File: config.mk
export PLATFORM = sky130hd
export DESIGN_NAME = vga_camera_module
export DESIGN_NICKNAME = d
export VERILOG_FILES = /design/src/rtl/vga_cam_pkg.sv /design/src/rtl/vga_timing.sv /design/src/rtl/vga_camera_module.sv
export SDC_FILE = /design/constraint.sdc
export NUM_CORES = 1
export LEC_CHECK = 0
export ABC_AREA = 1
export CORE_UTILIZATION = 55
export DETAILED_ROUTE_END_ITERATION = 12
export GPL_TIMING_DRIVEN = 0
export PLACE_DENSITY = 0.9
export SYNTH_ARGS = -nofsm -noshare
export SYNTH_HDL_FRONTEND = slang
export SYNTH_SLANG_ARGS = --single-unit
File: constraint.sdc
create_clock -name CLK -period 7.1 [get_ports CLK]
set_input_delay 1.065 -clock CLK [delete_from_list [all_inputs] [get_ports CLK]]
set_output_delay 1.065 -clock CLK [all_outputs]
set_load 0.05 [all_outputs]
File: src/rtl/vga_cam_pkg.sv
// Shared constants and types for the camera-to-VGA bridge.
// The timing values are defaults; the top module can override them per instance.
package vga_cam_pkg;

  localparam int VGA_COL    = 1024;
  localparam int VGA_ROW    = 720;
  localparam int VGA_H_FP   = 24;
  localparam int VGA_H_SYNC = 136;
  localparam int VGA_H_BP   = 160;
  localparam int VGA_V_FP   = 3;
  localparam int VGA_V_SYNC = 6;
  localparam int VGA_V_BP   = 29;
  localparam int CAM_IMG_W  = 400;
  localparam int CAM_IMG_H  = 480;
  localparam int FS_AW      = 19;

  localparam int HCW = 11;  // holds 0..2047, enough for a 1344-cycle line
  localparam int VCW = 10;  // holds 0..1023, enough for a 758-line frame
  localparam int CCW = 11;  // camera x/y counters, saturating

  localparam int R_W = 5;
  localparam int G_W = 6;
  localparam int B_W = 5;

  localparam logic [15:0] WHITE = 16'hFFFF;

  typedef struct packed {
    logic [R_W-1:0] r;
    logic [G_W-1:0] g;
    logic [B_W-1:0] b;
  } rgb565_t;

endpackage

File: src/rtl/vga_timing.sv
// VGA raster counters with active-low sync and active-region flags.
// frame_wrap marks the cycle whose following edge returns the raster to (0,0).
module vga_timing
  import vga_cam_pkg::*;
#(
  parameter int COL    = VGA_COL,
  parameter int ROW    = VGA_ROW,
  parameter int H_FP   = VGA_H_FP,
  parameter int H_SYNC = VGA_H_SYNC,
  parameter int H_BP   = VGA_H_BP,
  parameter int V_FP   = VGA_V_FP,
  parameter int V_SYNC = VGA_V_SYNC,
  parameter int V_BP   = VGA_V_BP
)(
  input  logic           CLK,
  input  logic           RST,
  output logic [HCW-1:0] h_cnt,
  output logic [VCW-1:0] v_cnt,
  output logic           hsync_n,
  output logic           vsync_n,
  output logic           active,
  output logic           frame_wrap
);

  localparam logic [HCW-1:0] H_LAST = HCW'(COL + H_FP + H_SYNC + H_BP - 1);
  localparam logic [HCW-1:0] H_ACT  = HCW'(COL);
  localparam logic [HCW-1:0] HS_BEG = HCW'(COL + H_FP);
  localparam logic [HCW-1:0] HS_END = HCW'(COL + H_FP + H_SYNC);
  localparam logic [VCW-1:0] V_LAST = VCW'(ROW + V_FP + V_SYNC + V_BP - 1);
  localparam logic [VCW-1:0] V_ACT  = VCW'(ROW);
  localparam logic [VCW-1:0] VS_BEG = VCW'(ROW + V_FP);
  localparam logic [VCW-1:0] VS_END = VCW'(ROW + V_FP + V_SYNC);

  logic h_last;
  assign h_last = (h_cnt == H_LAST);

  always_ff @(posedge CLK) begin
    if (RST) begin
      h_cnt <= '0;
      v_cnt <= '0;
    end else if (h_last) begin
      h_cnt <= '0;
      v_cnt <= (v_cnt == V_LAST) ? '0 : v_cnt + 1'b1;
    end else begin
      h_cnt <= h_cnt + 1'b1;
    end
  end

  assign hsync_n    = !((h_cnt >= HS_BEG) && (h_cnt < HS_END));
  assign vsync_n    = !((v_cnt >= VS_BEG) && (v_cnt < VS_END));
  assign active     = (h_cnt < H_ACT) && (v_cnt < V_ACT);
  assign frame_wrap = h_last && (v_cnt == V_LAST);

endmodule

File: src/rtl/vga_camera_module.sv
// Camera (RGB565 over an 8-bit bus) to frame-store writer, plus VGA raster
// reader that streams the frame-store out with a fixed 2-cycle latency.
module vga_camera_module
  import vga_cam_pkg::*;
#(
  parameter int COL    = VGA_COL,
  parameter int ROW    = VGA_ROW,
  parameter int H_FP   = VGA_H_FP,
  parameter int H_SYNC = VGA_H_SYNC,
  parameter int H_BP   = VGA_H_BP,
  parameter int V_FP   = VGA_V_FP,
  parameter int V_SYNC = VGA_V_SYNC,
  parameter int V_BP   = VGA_V_BP,
  parameter int IMG_W  = CAM_IMG_W,
  parameter int IMG_H  = CAM_IMG_H,
  parameter int AW     = FS_AW
)(
  input  logic          CLK,
  input  logic          RST,
  input  logic          cmos_pclk,
  input  logic          cmos_vsyn,
  input  logic          cmos_href,
  input  logic [7:0]    cmos_data,
  output logic          cmos_xclk,
  output logic          mem_we,
  output logic [AW-1:0] mem_waddr,
  output logic [15:0]   mem_wdata,
  output logic          mem_re,
  output logic [AW-1:0] mem_raddr,
  input  logic [15:0]   mem_rdata,
  output logic          HSYNC_Sig,
  output logic          VSYNC_Sig,
  output logic [R_W-1:0] Red_Sig,
  output logic [G_W-1:0] Green_Sig,
  output logic [B_W-1:0] Blue_Sig,
  output logic          led_o1,
  output logic          led_o2,
  output logic          led_o3
);

  localparam logic [CCW-1:0] CAM_W = CCW'(IMG_W);
  localparam logic [CCW-1:0] CAM_H = CCW'(IMG_H);
  localparam logic [HCW-1:0] RD_W  = HCW'(IMG_W);
  localparam logic [VCW-1:0] RD_H  = VCW'(IMG_H);

  // ---------------- camera capture ----------------
  logic [1:0]     pclk_q, vsyn_q, href_q;
  logic [7:0]     data_q1, data_q2;
  logic           pclk_d, vsyn_d, href_d;
  logic           pclk_rise, href_fall, vsyn_fall;
  logic           armed, phase, line_seen;
  logic [7:0]     hi_byte;
  logic [CCW-1:0] cam_x, cam_y;
  logic [AW-1:0]  wr_addr;

  always_ff @(posedge CLK) begin
    if (RST) begin
      pclk_q  <= '0;
      vsyn_q  <= '0;
      href_q  <= '0;
      data_q1 <= '0;
      data_q2 <= '0;
      pclk_d  <= 1'b0;
      vsyn_d  <= 1'b0;
      href_d  <= 1'b0;
    end else begin
      pclk_q  <= {pclk_q[0], cmos_pclk};
      vsyn_q  <= {vsyn_q[0], cmos_vsyn};
      href_q  <= {href_q[0], cmos_href};
      data_q1 <= cmos_data;
      data_q2 <= data_q1;
      pclk_d  <= pclk_q[1];
      vsyn_d  <= vsyn_q[1];
      href_d  <= href_q[1];
    end
  end

  assign pclk_rise = pclk_q[1] & ~pclk_d;
  assign href_fall = ~href_q[1] & href_d;
  assign vsyn_fall = ~vsyn_q[1] & vsyn_d;
  assign wr_addr   = AW'(32'(cam_y) * IMG_W + 32'(cam_x));

  // Capture stays disarmed after reset until the camera shows a vertical
  // blank, so a line interrupted by reset never produces a stray write.
  always_ff @(posedge CLK) begin
    if (RST) begin
      armed     <= 1'b0;
      phase     <= 1'b0;
      line_seen <= 1'b0;
      hi_byte   <= '0;
      cam_x     <= '0;
      cam_y     <= '0;
      mem_we    <= 1'b0;
      mem_waddr <= '0;
      mem_wdata <= '0;
      led_o1    <= 1'b0;
      led_o3    <= 1'b0;
    end else begin
      mem_we <= 1'b0;
      if (vsyn_q[1]) begin
        armed <= 1'b1;
        cam_x <= '0;
        cam_y <= '0;
        phase <= 1'b0;
      end else if (armed) begin
        if (href_fall) begin
          if (cam_y != '1) cam_y <= cam_y + 1'b1;
          cam_x     <= '0;
          phase     <= 1'b0;
          line_seen <= 1'b1;
        end else if (pclk_rise && href_q[1]) begin
          if (!phase) begin
            hi_byte <= data_q2;
          end else begin
            mem_we    <= (cam_x < CAM_W) && (cam_y < CAM_H);
            mem_waddr <= wr_addr;
            mem_wdata <= {hi_byte, data_q2};
            if (cam_x != '1) cam_x <= cam_x + 1'b1;
          end
          phase <= ~phase;
        end
      end
      if (vsyn_fall && line_seen) begin
        led_o1    <= ~led_o1;
        led_o3    <= 1'b1;
        line_seen <= 1'b0;
      end
    end
  end

  // ---------------- VGA readout ----------------
  logic [HCW-1:0] h_cnt;
  logic [VCW-1:0] v_cnt;
  logic           hsync_n, vsync_n, active, frame_wrap;
  logic           rd_hit, re_d1, hs_d1, vs_d1;
  rgb565_t        pix;

  vga_timing #(
    .COL(COL), .ROW(ROW),
    .H_FP(H_FP), .H_SYNC(H_SYNC), .H_BP(H_BP),
    .V_FP(V_FP), .V_SYNC(V_SYNC), .V_BP(V_BP)
  ) u_timing (
    .CLK        (CLK),
    .RST        (RST),
    .h_cnt      (h_cnt),
    .v_cnt      (v_cnt),
    .hsync_n    (hsync_n),
    .vsync_n    (vsync_n),
    .active     (active),
    .frame_wrap (frame_wrap)
  );

  assign rd_hit    = active && (h_cnt < RD_W) && (v_cnt < RD_H);
  assign mem_re    = rd_hit & ~RST;
  assign mem_raddr = AW'(32'(v_cnt) * IMG_W + 32'(h_cnt));

  always_ff @(posedge CLK) begin
    if (RST) begin
      re_d1     <= 1'b0;
      hs_d1     <= 1'b1;
      vs_d1     <= 1'b1;
      HSYNC_Sig <= 1'b1;
      VSYNC_Sig <= 1'b1;
      pix       <= rgb565_t'(WHITE);
      led_o2    <= 1'b0;
      cmos_xclk <= 1'b0;
    end else begin
      re_d1     <= mem_re;
      hs_d1     <= hsync_n;
      vs_d1     <= vsync_n;
      HSYNC_Sig <= hs_d1;
      VSYNC_Sig <= vs_d1;
      pix       <= re_d1 ? rgb565_t'(mem_rdata) : rgb565_t'(WHITE);
      if (frame_wrap) led_o2 <= ~led_o2;
      cmos_xclk <= ~cmos_xclk;
    end
  end

  assign Red_Sig   = pix.r;
  assign Green_Sig = pix.g;
  assign Blue_Sig  = pix.b;

endmodule

==> metrics.md, run 1 <==
| Metric | Value |
|---|---|
| Clock Skew | 0.00815 ns |
| Chip width | 124 um |
| Clock Latency Late Sink | 0.43 ns |
| Avg Vias per Cell | 5.16 |
| Most used cell, CP | ha_1 |
| Worst setup startpoint | u_timing.v_cnt[2] |
| Postcts setup bufs | 0 |
| Clk sinks | 140 |
| CP max-delay cell | clkdlybuf4s50_1 |
| Antenna violations before repair | 0 |
| PortBufs | 105 |
| Syn_nets | 1228 |
| Gpl congestion | 0.887 |
| Synth-to-Final Area Change | 22.6% |
| RR Startpoint | cam_y[2] |
| Max VDD drop | 0.162 mV |
| Hold path cells | 2 |
| Cell Chain, Critical Path | inv_1, ha_1, ha_1, fa_1, ha_1, xnor2_1, ha_1, nand2_1, inv_1, nand4_1, o211ai_1, nand2_1, nor2_1, nand2_1, xor2_1, clkdlybuf4s50_1 |
| Fin crit share | 82.9% |
| Largest net degree at the start of global routing | 17 |
| Minimum clock period | 5.89 ns |
| # hold bufs at CTS | 0 |
| Hold Fails Final Rpt | 0 |
| TritonRoute pass-1 iters | 7 |
| # nets final | 1352 |
| Fillcell total | 1138 |
| Synth Flop Type | dfxtp_1 |
| CTS tree | done |
| Top Ports | 107 |
| Crit path max fanout | 7 |
| Status | completed |
| Root Buffer | clkbuf_16 |
| Min-Delay Startpoint | data_q1[5] |
| Hold EP | data_q2[5] |
| Commonest cells in the netlist | inv_1 (189), nand2_1 (174), nor2_1 (163) |
| Starting density of the core | 56.1% |
| Total number of vias | 7274 |
| H-tree depth | 4 |
| Vias in the first global route | 6952 |
| Final TNS setup | 0 ns |
| CP required | 6.03 ns |
| Synth cell types | 41 |
| RSZ-0062 raised after global routing | false |
| Setup violators final | 0 |
| Reg2Reg Setup Slack | 3.47 ns |
| Crit path kind | reg2out |
| Dpl cells | 1377 |
| WL per Instance | 13.2 um |
| Reg clk slew, reported paths | 0.06 ns |
| HPWL after DPL | 14.2 mm |
| Async SR Flop Fraction | 0% |
| Die Ht | 124 um |
| # rows | 44 |
| Reg2reg end | mem_waddr[17] |
| Layout cells sized above 1 | 5.55% |
| Core ar. | 14500 um2 |
| Max clock buf depth | 2 |
| Worst stage delay on the critical path | 0.83 ns |
| Final worst setup slack | 1.21 ns |
| First-pass GRT wire length | 30.1 mm |
| Crit. End Element | primary output |
| Synthesized flop and latch total | 140 |
| Worst reg2reg path depth | 15 |
| Finished Layout Cells | 1409 |
| Yosys top cell area share | 34.5% |
| Number of enable flip-flop cells after synthesis | 0 |
| Mapped Cells | 1088 |
| Dominant cell type by area after synthesis | dfxtp_1 |
| Max_cap viols | 0 |
| Pwr Density | 173 nW/um2 |
| Headroom to the max-slew limit | 57.1% |
| HP Class | reg2reg |
| Initial DRC count | 433 |
| Cell Area, Synth | 8120 um2 |
| Max-slew violations | 0 |
| Leakage | 4.77 nW |
| Sequential-to-total area share from yosys stat | 34.5% |
| Overflow left after global routing | 0 |
| Syn_area_per_cell | 7.46 um2 |
| Max Fclk | 170 MHz |
| ANT nets after route | 0 |
| Die ar. | 15300 um2 |
| Crit path DAT | 4.82 ns |
| Post-cts gate resize count | 0 |
| Post-placement setup slack | 1.70 ns |
| Most frequent cell after synthesis | inv_1 |
| Overall Global Routing Usage | 25.1% |
| Total wire length | 18.6 mm |
| Ys Warns | 0 |
| Area contributors post-synth | dfxtp_1 (35%), ha_1 (15%), inv_1 (8.7%), nand2_1 (8.0%), nor2_1 (7.5%) |
| CTS buffer count | 17 |
| Startpoint class of the critical path | register |
| DRC | 0 |
| Tightest Pin Transition | 0.638 ns |
| Ant diodes | 0 |
-- flip-flops by register name, indices dropped and copies added (netlist names), 2 cells and up --
name            count
Green_Sig           6
pclk_q              2
data_q2             8
Red_Sig             5
vsyn_q              2
cam_y              11
href_q              2
u_timing.h_cnt     11
data_q1             8
cam_x              11
hi_byte             8
mem_waddr          19
mem_wdata          16
Blue_Sig            5
u_timing.v_cnt     10
-- metrics by stage --
step | hold slack, ns | cell area (um2) | total power, mW | utilization [%]
detailed placement | 0.395 | 9400 | 0.907 | 64.9
finish | 0.400 | 9950 | 1.73 | 68.8
CTS | 0.402 | 9950 | 1.72 | 68.8
floorplan | 0.388 | 8120 | 0.871 | -
global route | 0.411 | 9950 | 1.77 | 68.8
global placement | 0.389 | 9400 | 0.905 | 64.9
-- layer usage --
metal	GRT usage [%]	wire length, um
met1	28.2	7850
met2	45.9	9520
met3	3.97	686
met4	11.7	518
met5	0	0
-- area by class of cell --
type                       count  area (um2)  share of cell area, %
buffer                        21         100                   1.01
clock buffer                  20         447                   4.49
clock inverter                12         108                   1.08
inverter                     194         728                   7.32
multi-input combinational    733        4490                   45.1
sequential                   140        2800                   28.2
tap                          184         230                   2.31
timing repair buffer         105        1050                   10.6
-- logic make-up (layout without fill, tap and decap cells) --
family,Yosys count,in the layout,share of synthesized area (%)
simple gates,444,444,23.7
xor+xnor,33,33,3.56
compound gates,145,145,9.75
buf+inv,215,352,10.2
fa+ha+maj,111,111,18.3
flops,140,140,34.5
-- worst max-delay path by stage --
stage,endpoint,depth (start not counted)
floorplan,mem_raddr[16],16
global placement,mem_raddr[16],18
detailed placement,mem_raddr[16],18
CTS,mem_raddr[17],16
global route,mem_raddr[16],18
finish,mem_raddr[17],16
-- report_power, final --
| part | switching, mW | total, mW | internal (mW) |
|---|---|---|---|
| Combinational | 0.0526 | 0.0868 | 0.0342 |
| Sequential | 0.00554 | 0.804 | 0.798 |
| Clock | 0.369 | 0.835 | 0.466 |
| Total | 0.428 | 1.73 | 1.30 |
-- worst max-delay path, delay by kind of cell (launching register included) --
kind	cells	cell delay [ns]
compound gates	1	0.15
simple gates	5	0.60
flops	1	0.48
fa+ha+maj	5	1.82
xor+xnor	2	0.33
buf+inv	3	1.03
-- cell usage in the layout (no fill, tap or decap), types with 8 or more instances in the layout --
cell type / netlist / routed
clkbuf_1: 12 / 14
clkdlybuf4s50_1: 0 / 105
inv_1: 189 / 189
nand3_1: 54 / 54
o21ai_0: 59 / 59
dfxtp_1: 140 / 140
nor3_1: 10 / 10
clkbuf_16: 0 / 17
a21oi_1: 58 / 58
nor2_1: 163 / 163
nand4_1: 15 / 15
xor2_1: 25 / 25
nand2_1: 174 / 174
xnor2_1: 8 / 8
fa_1: 13 / 13
ha_1: 98 / 98
No activity file was read; power rests on OpenSTA's default activity.
==> inputs of run 2 (changes only) <==
==> constraint.sdc (replaced) <==
create_clock -name CLK -period 6.05 [get_ports CLK]
set_input_delay 0.9075 -clock CLK [delete_from_list [all_inputs] [get_ports CLK]]
set_output_delay 0.9075 -clock CLK [all_outputs]
set_load 0.05 [all_outputs]
==> results of run 2 <==
The final DEF is identical to that of run 1. Status: completed.
Among the figures that moved: setup slack after placement 1.70 ns -> 0.806 ns; setup slack after layout 1.21 ns -> 0.319 ns; register-to-register setup slack 3.47 ns -> 2.42 ns; total power 1.73 mW -> 2.03 mW; worst IR drop on VDD 0.162 mV -> 0.190 mV
==> inputs of run 3 (changes only) <==
--- a/config.mk
+++ b/config.mk
@@ -5,7 +5,7 @@
 export SDC_FILE = /design/constraint.sdc
 export NUM_CORES = 1
 export LEC_CHECK = 0
-export ABC_AREA = 1
+export ABC_AREA = 0
 export CORE_UTILIZATION = 55
 export DETAILED_ROUTE_END_ITERATION = 12
 export GPL_TIMING_DRIVEN = 0
==> metrics.md, run 3 <==
| Metric | Value |
|---|---|
| Area contributors post-synth | dfxtp_1 (36%), ha_1 (16%), xnor2_1 (4.8%), nor2_1 (4.5%), nand2_1 (4.1%) |
| DRC | 0 (unchanged) |
| Postcts setup bufs | 0 (unchanged) |
| Worst reg2reg path depth | 11 (-4) |
| Fin crit share | 94.9% |
| Headroom to the max-slew limit | 42.3% (-15 points) |
| H-tree depth | 4 (unchanged) |
| Reg2Reg Setup Slack | 2.05 ns |
| Crit. End Element | primary output |
| TritonRoute pass-1 iters | 4 (-3) |
| CP required | 5.14 ns |
| Top Registers | mem_waddr x19, mem_wdata x16 |
| Internal power | 1.65 mW |
| Overflow left after global routing | 0 (unchanged) |
| PortBufs | 106 (+0.95%) |
| Core ar. | 13900 um2 (-4.1%) |
| CTS tree | done |
| Setup violators final | 0 (unchanged) |
| CP max-delay cell | clkdlybuf4s50_1 |
| First-pass GRT wire length | 30.5 mm (+1.4%) |
| Ant diodes | 0 (unchanged) |
| Initial DRC count | 473 (+9.2%) |
| Min-Delay Startpoint | vs_d1 |
| Ys Warns | 0 (unchanged) |
| Clock Latency Late Sink | 0.42 ns (about the same) |
| Hold path cells | 1 (-1) |
| Syn_nets | 1020 (-17%) |
| Most common cell after layout, fill and taps aside | dfxtp_1 |
| Avg Vias per Cell | 5.46 (+5.7%) |
| WP buf/inv | 2 (-1) |
| Yosys top cell area share | 35.8% (+1.2 points) |
| P_sw | 493 uW |
| Layout cells sized above 1 | 5.01% (-0.54 points) |
| Number of enable flip-flop cells after synthesis | 0 (unchanged) |
| Max FFs per register | 19 (unchanged) |
| Async SR Flop Fraction | 0% (unchanged) |
| Final Hold Slack | 0.404 ns (+0.00424 ns) |
| Synth Area in Compound Gates | 11.0% (+1.3 points) |
| Status | completed |
| Worst setup startpoint | u_timing.v_cnt[2] |
| Clk sinks | 140 (unchanged) |
| Synthesized flop and latch total | 140 (unchanged) |
| Total wire length | 18.4 mm (-0.86%) |
| Starting density of the core | 56.5% (+0.40 points) |
| Clock Skew | 0.00708 ns (-0.00108 ns) |
| Dominant cell type by area after synthesis | dfxtp_1 |
| Tightest Pin Transition | 0.859 ns (+0.221 ns) |
| Switching part of the total power | 23.0% |
| Clk pwr share | 51.4% (+3.0 points) |
| Hold EP | VSYNC_Sig |
| Synth-to-Final Area Change | 24.4% |
| Die Ht | 121 um (-1.7%) |
| Post-Synth Simple-Gate Area | 20.4% (-3.3 points) |
| Hold Fails Final Rpt | 0 (unchanged) |
| Overall Global Routing Usage | 26.2% (+1.1 points) |
| Cell Chain, Critical Path | inv_1, ha_1, ha_1, fa_1, ha_1, nor2b_1, o21a_1, o21a_1, o311ai_1, and4_1, nand4_1, xnor2_1, clkdlybuf4s50_1 |
| Most used cell, CP | ha_1 |
| Antenna violations before repair | 0 (unchanged) |
| HP Class | reg2reg |
| Chip width | 121 um (-1.7%) |
| Max-slew violations | 0 (unchanged) |
| Synth Flop Type | dfxtp_1 |
| Max_cap viols | 0 (unchanged) |
| Reg2reg end | mem_waddr[15] |
| Main combinational cell family by area after synthesis | simple AND/OR/NAND/NOR gates |
| Reg clk slew, reported paths | 0.06 ns (about the same) |
| Pwr Density | 220 nW/um2 |
| ANT nets after route | 0 (unchanged) |
| Commonest cells after routing, fill and taps aside | dfxtp_1 (140), clkdlybuf4s50_1 (104), ha_1 (98), nor2_1 (95), nand2_1 (86) |
| Final TNS setup | 0 ns (unchanged) |
| HPWL after DPL | 13.3 mm (-6.6%) |
| Sequential-to-total area share from yosys stat | 35.8% (+1.2 points) |
| Crit path DAT | 4.83 ns (about the same) |
| Xor/xnor share of the synthesized area | 8.00% (+4.4 points) |
| Seq pwr share | 44.1% (-2.5 points) |
| Crit path max fanout | 5 (-2) |
| Combinational power share | 4.6% (-0.4 points) |
| # nets final | 1145 (-15%) |
| CTS buffer count | 17 (unchanged) |
| WL per Instance | 15.4 um (+17%) |
| RSZ-0062 raised after global routing | false |
| Gpl congestion | 0.863 (-2.7%) |
| Stages on the worst setup path | 13 (-3) |
| Delay-heaviest family, CP | adder cells |
| # rows | 43 (-2.3%) |
| Max Fclk | 174 MHz |
| Post-cts gate resize count | 0 (unchanged) |
| Root Buffer | clkbuf_16 |
| Tot Pwr | 2.14 mW |
| # hold bufs at CTS | 0 (unchanged) |
| RR Startpoint | cam_y[0] |
| Most frequent cell after synthesis | dfxtp_1 |
| Leakage | 4.18 nW (-12%) |
| Cell Area, Synth | 7840 um2 (-3.5%) |
| Register name with the most flops | mem_waddr |
| Synth cell types | 65 (+59%) |
| Top Ports | 107 (unchanged) |
| Syn_area_per_cell | 8.91 um2 (+19%) |
| Vias in the first global route | 6521 (-6.2%) |
| Startpoint class of the critical path | register |
| Mapped Cells | 880 (-19%) |
| Mux share of post-synthesis cell area | 1.28% (+1.3 points) |
| Minimum clock period | 5.74 ns |
| Synth Area in Adders | 19.0% (+0.65 points) |
| Worst stage delay on the critical path | 0.82 ns (about the same) |
| Largest net degree at the start of global routing | 17 (unchanged) |
| Crit path kind | reg2out |
| Max clock buf depth | 2 (unchanged) |
| Max VDD drop | 0.191 mV |
| Commonest cells in the netlist | dfxtp_1 (140), ha_1 (98), nor2_1 (95) |
| Total number of vias | 6538 (-10%) |
| Die ar. | 14700 um2 (-3.4%) |
run 3: changes by cell type in the layout (fill, tap and decap cells not counted), moves of 23 or more:
cell,change
inv_1,-127
nand2_1,-88
nor2_1,-68
nor2b_1,+37
o21ai_0,-36
xnor2_1,+35
nand3_1,-32
nand2b_1,+23
run 3: layer usage:
metal / global-route usage, % / share of wire [%]
met2: 46.1 / 51
met1: 30.5 / 41
met3: 5.12 / 4.4
met4: 11.5 / 3.0
met5: 0 / 0
run 3: worst max-delay path by stage:
stage / end / slack (ns)
global placement: mem_raddr[18] / 0.78
global route: mem_raddr[17] / 0.04
detailed placement: mem_raddr[17] / 0.75
finish: mem_raddr[17] / 0.31
floorplan: mem_raddr[18] / 1.17
CTS: mem_raddr[17] / 0.27
run 3: power by group through the flow:
stage,Clock (mW),Combinational (mW),Sequential [mW]
5_1_grt,1.14,0.104,0.945
2_1_floorplan,0,0.0386,0.980
4_1_cts,1.11,0.0983,0.944
3_3_place_gp,0,0.0951,0.963
3_5_place_dp,0,0.0969,0.964
6_report,1.10,0.0979,0.944
run 3: cells by family after synthesis:
logic type / Yosys count
and+or+nand+nor: 323
buffers and inverters: 92
AOI/OAI and AO/OA: 134
adders and majority gates: 111
muxes: 10
DFF: 140
xor gates and xnor gates: 70
run 3: cell type report:
class / count / area, um2
sequential: 140 / 2800
tap: 180 / 225
clock inverter: 13 / 181
buffer: 30 / 129
clock buffer: 19 / 443
timing repair buffer: 106 / 1070
fill: 1008 / 4130
multi-input combinational: 648 / 4670
inverter: 62 / 233
run 3: worst reg2reg max path, cell delays in order, from the launching register on:
cell	delay (ns)
dfxtp_1	0.51
ha_1	0.33
ha_1	0.28
ha_1	0.32
fa_1	0.49
xor2_1	0.17
ha_1	0.21
or3_1	0.41
o21ai_0	0.55
nor3_1	0.14
nor3_1	0.36
o21ba_2	0.18
run 3: metrics by stage:
stage | cell area (um2) | cells | setup slack (ns) | utilization (%)
after floorplan | 7840 | 880 | 1.17 | -
after global placement | 9130 | 1166 | 0.785 | 65.7
after detailed placement | 9130 | 1166 | 0.748 | 65.7
after CTS | 9750 | 1198 | 0.268 | 70.2
after global routing | 9750 | 1198 | 0.0423 | 70.3
final | 9750 | 1198 | 0.309 | 70.3
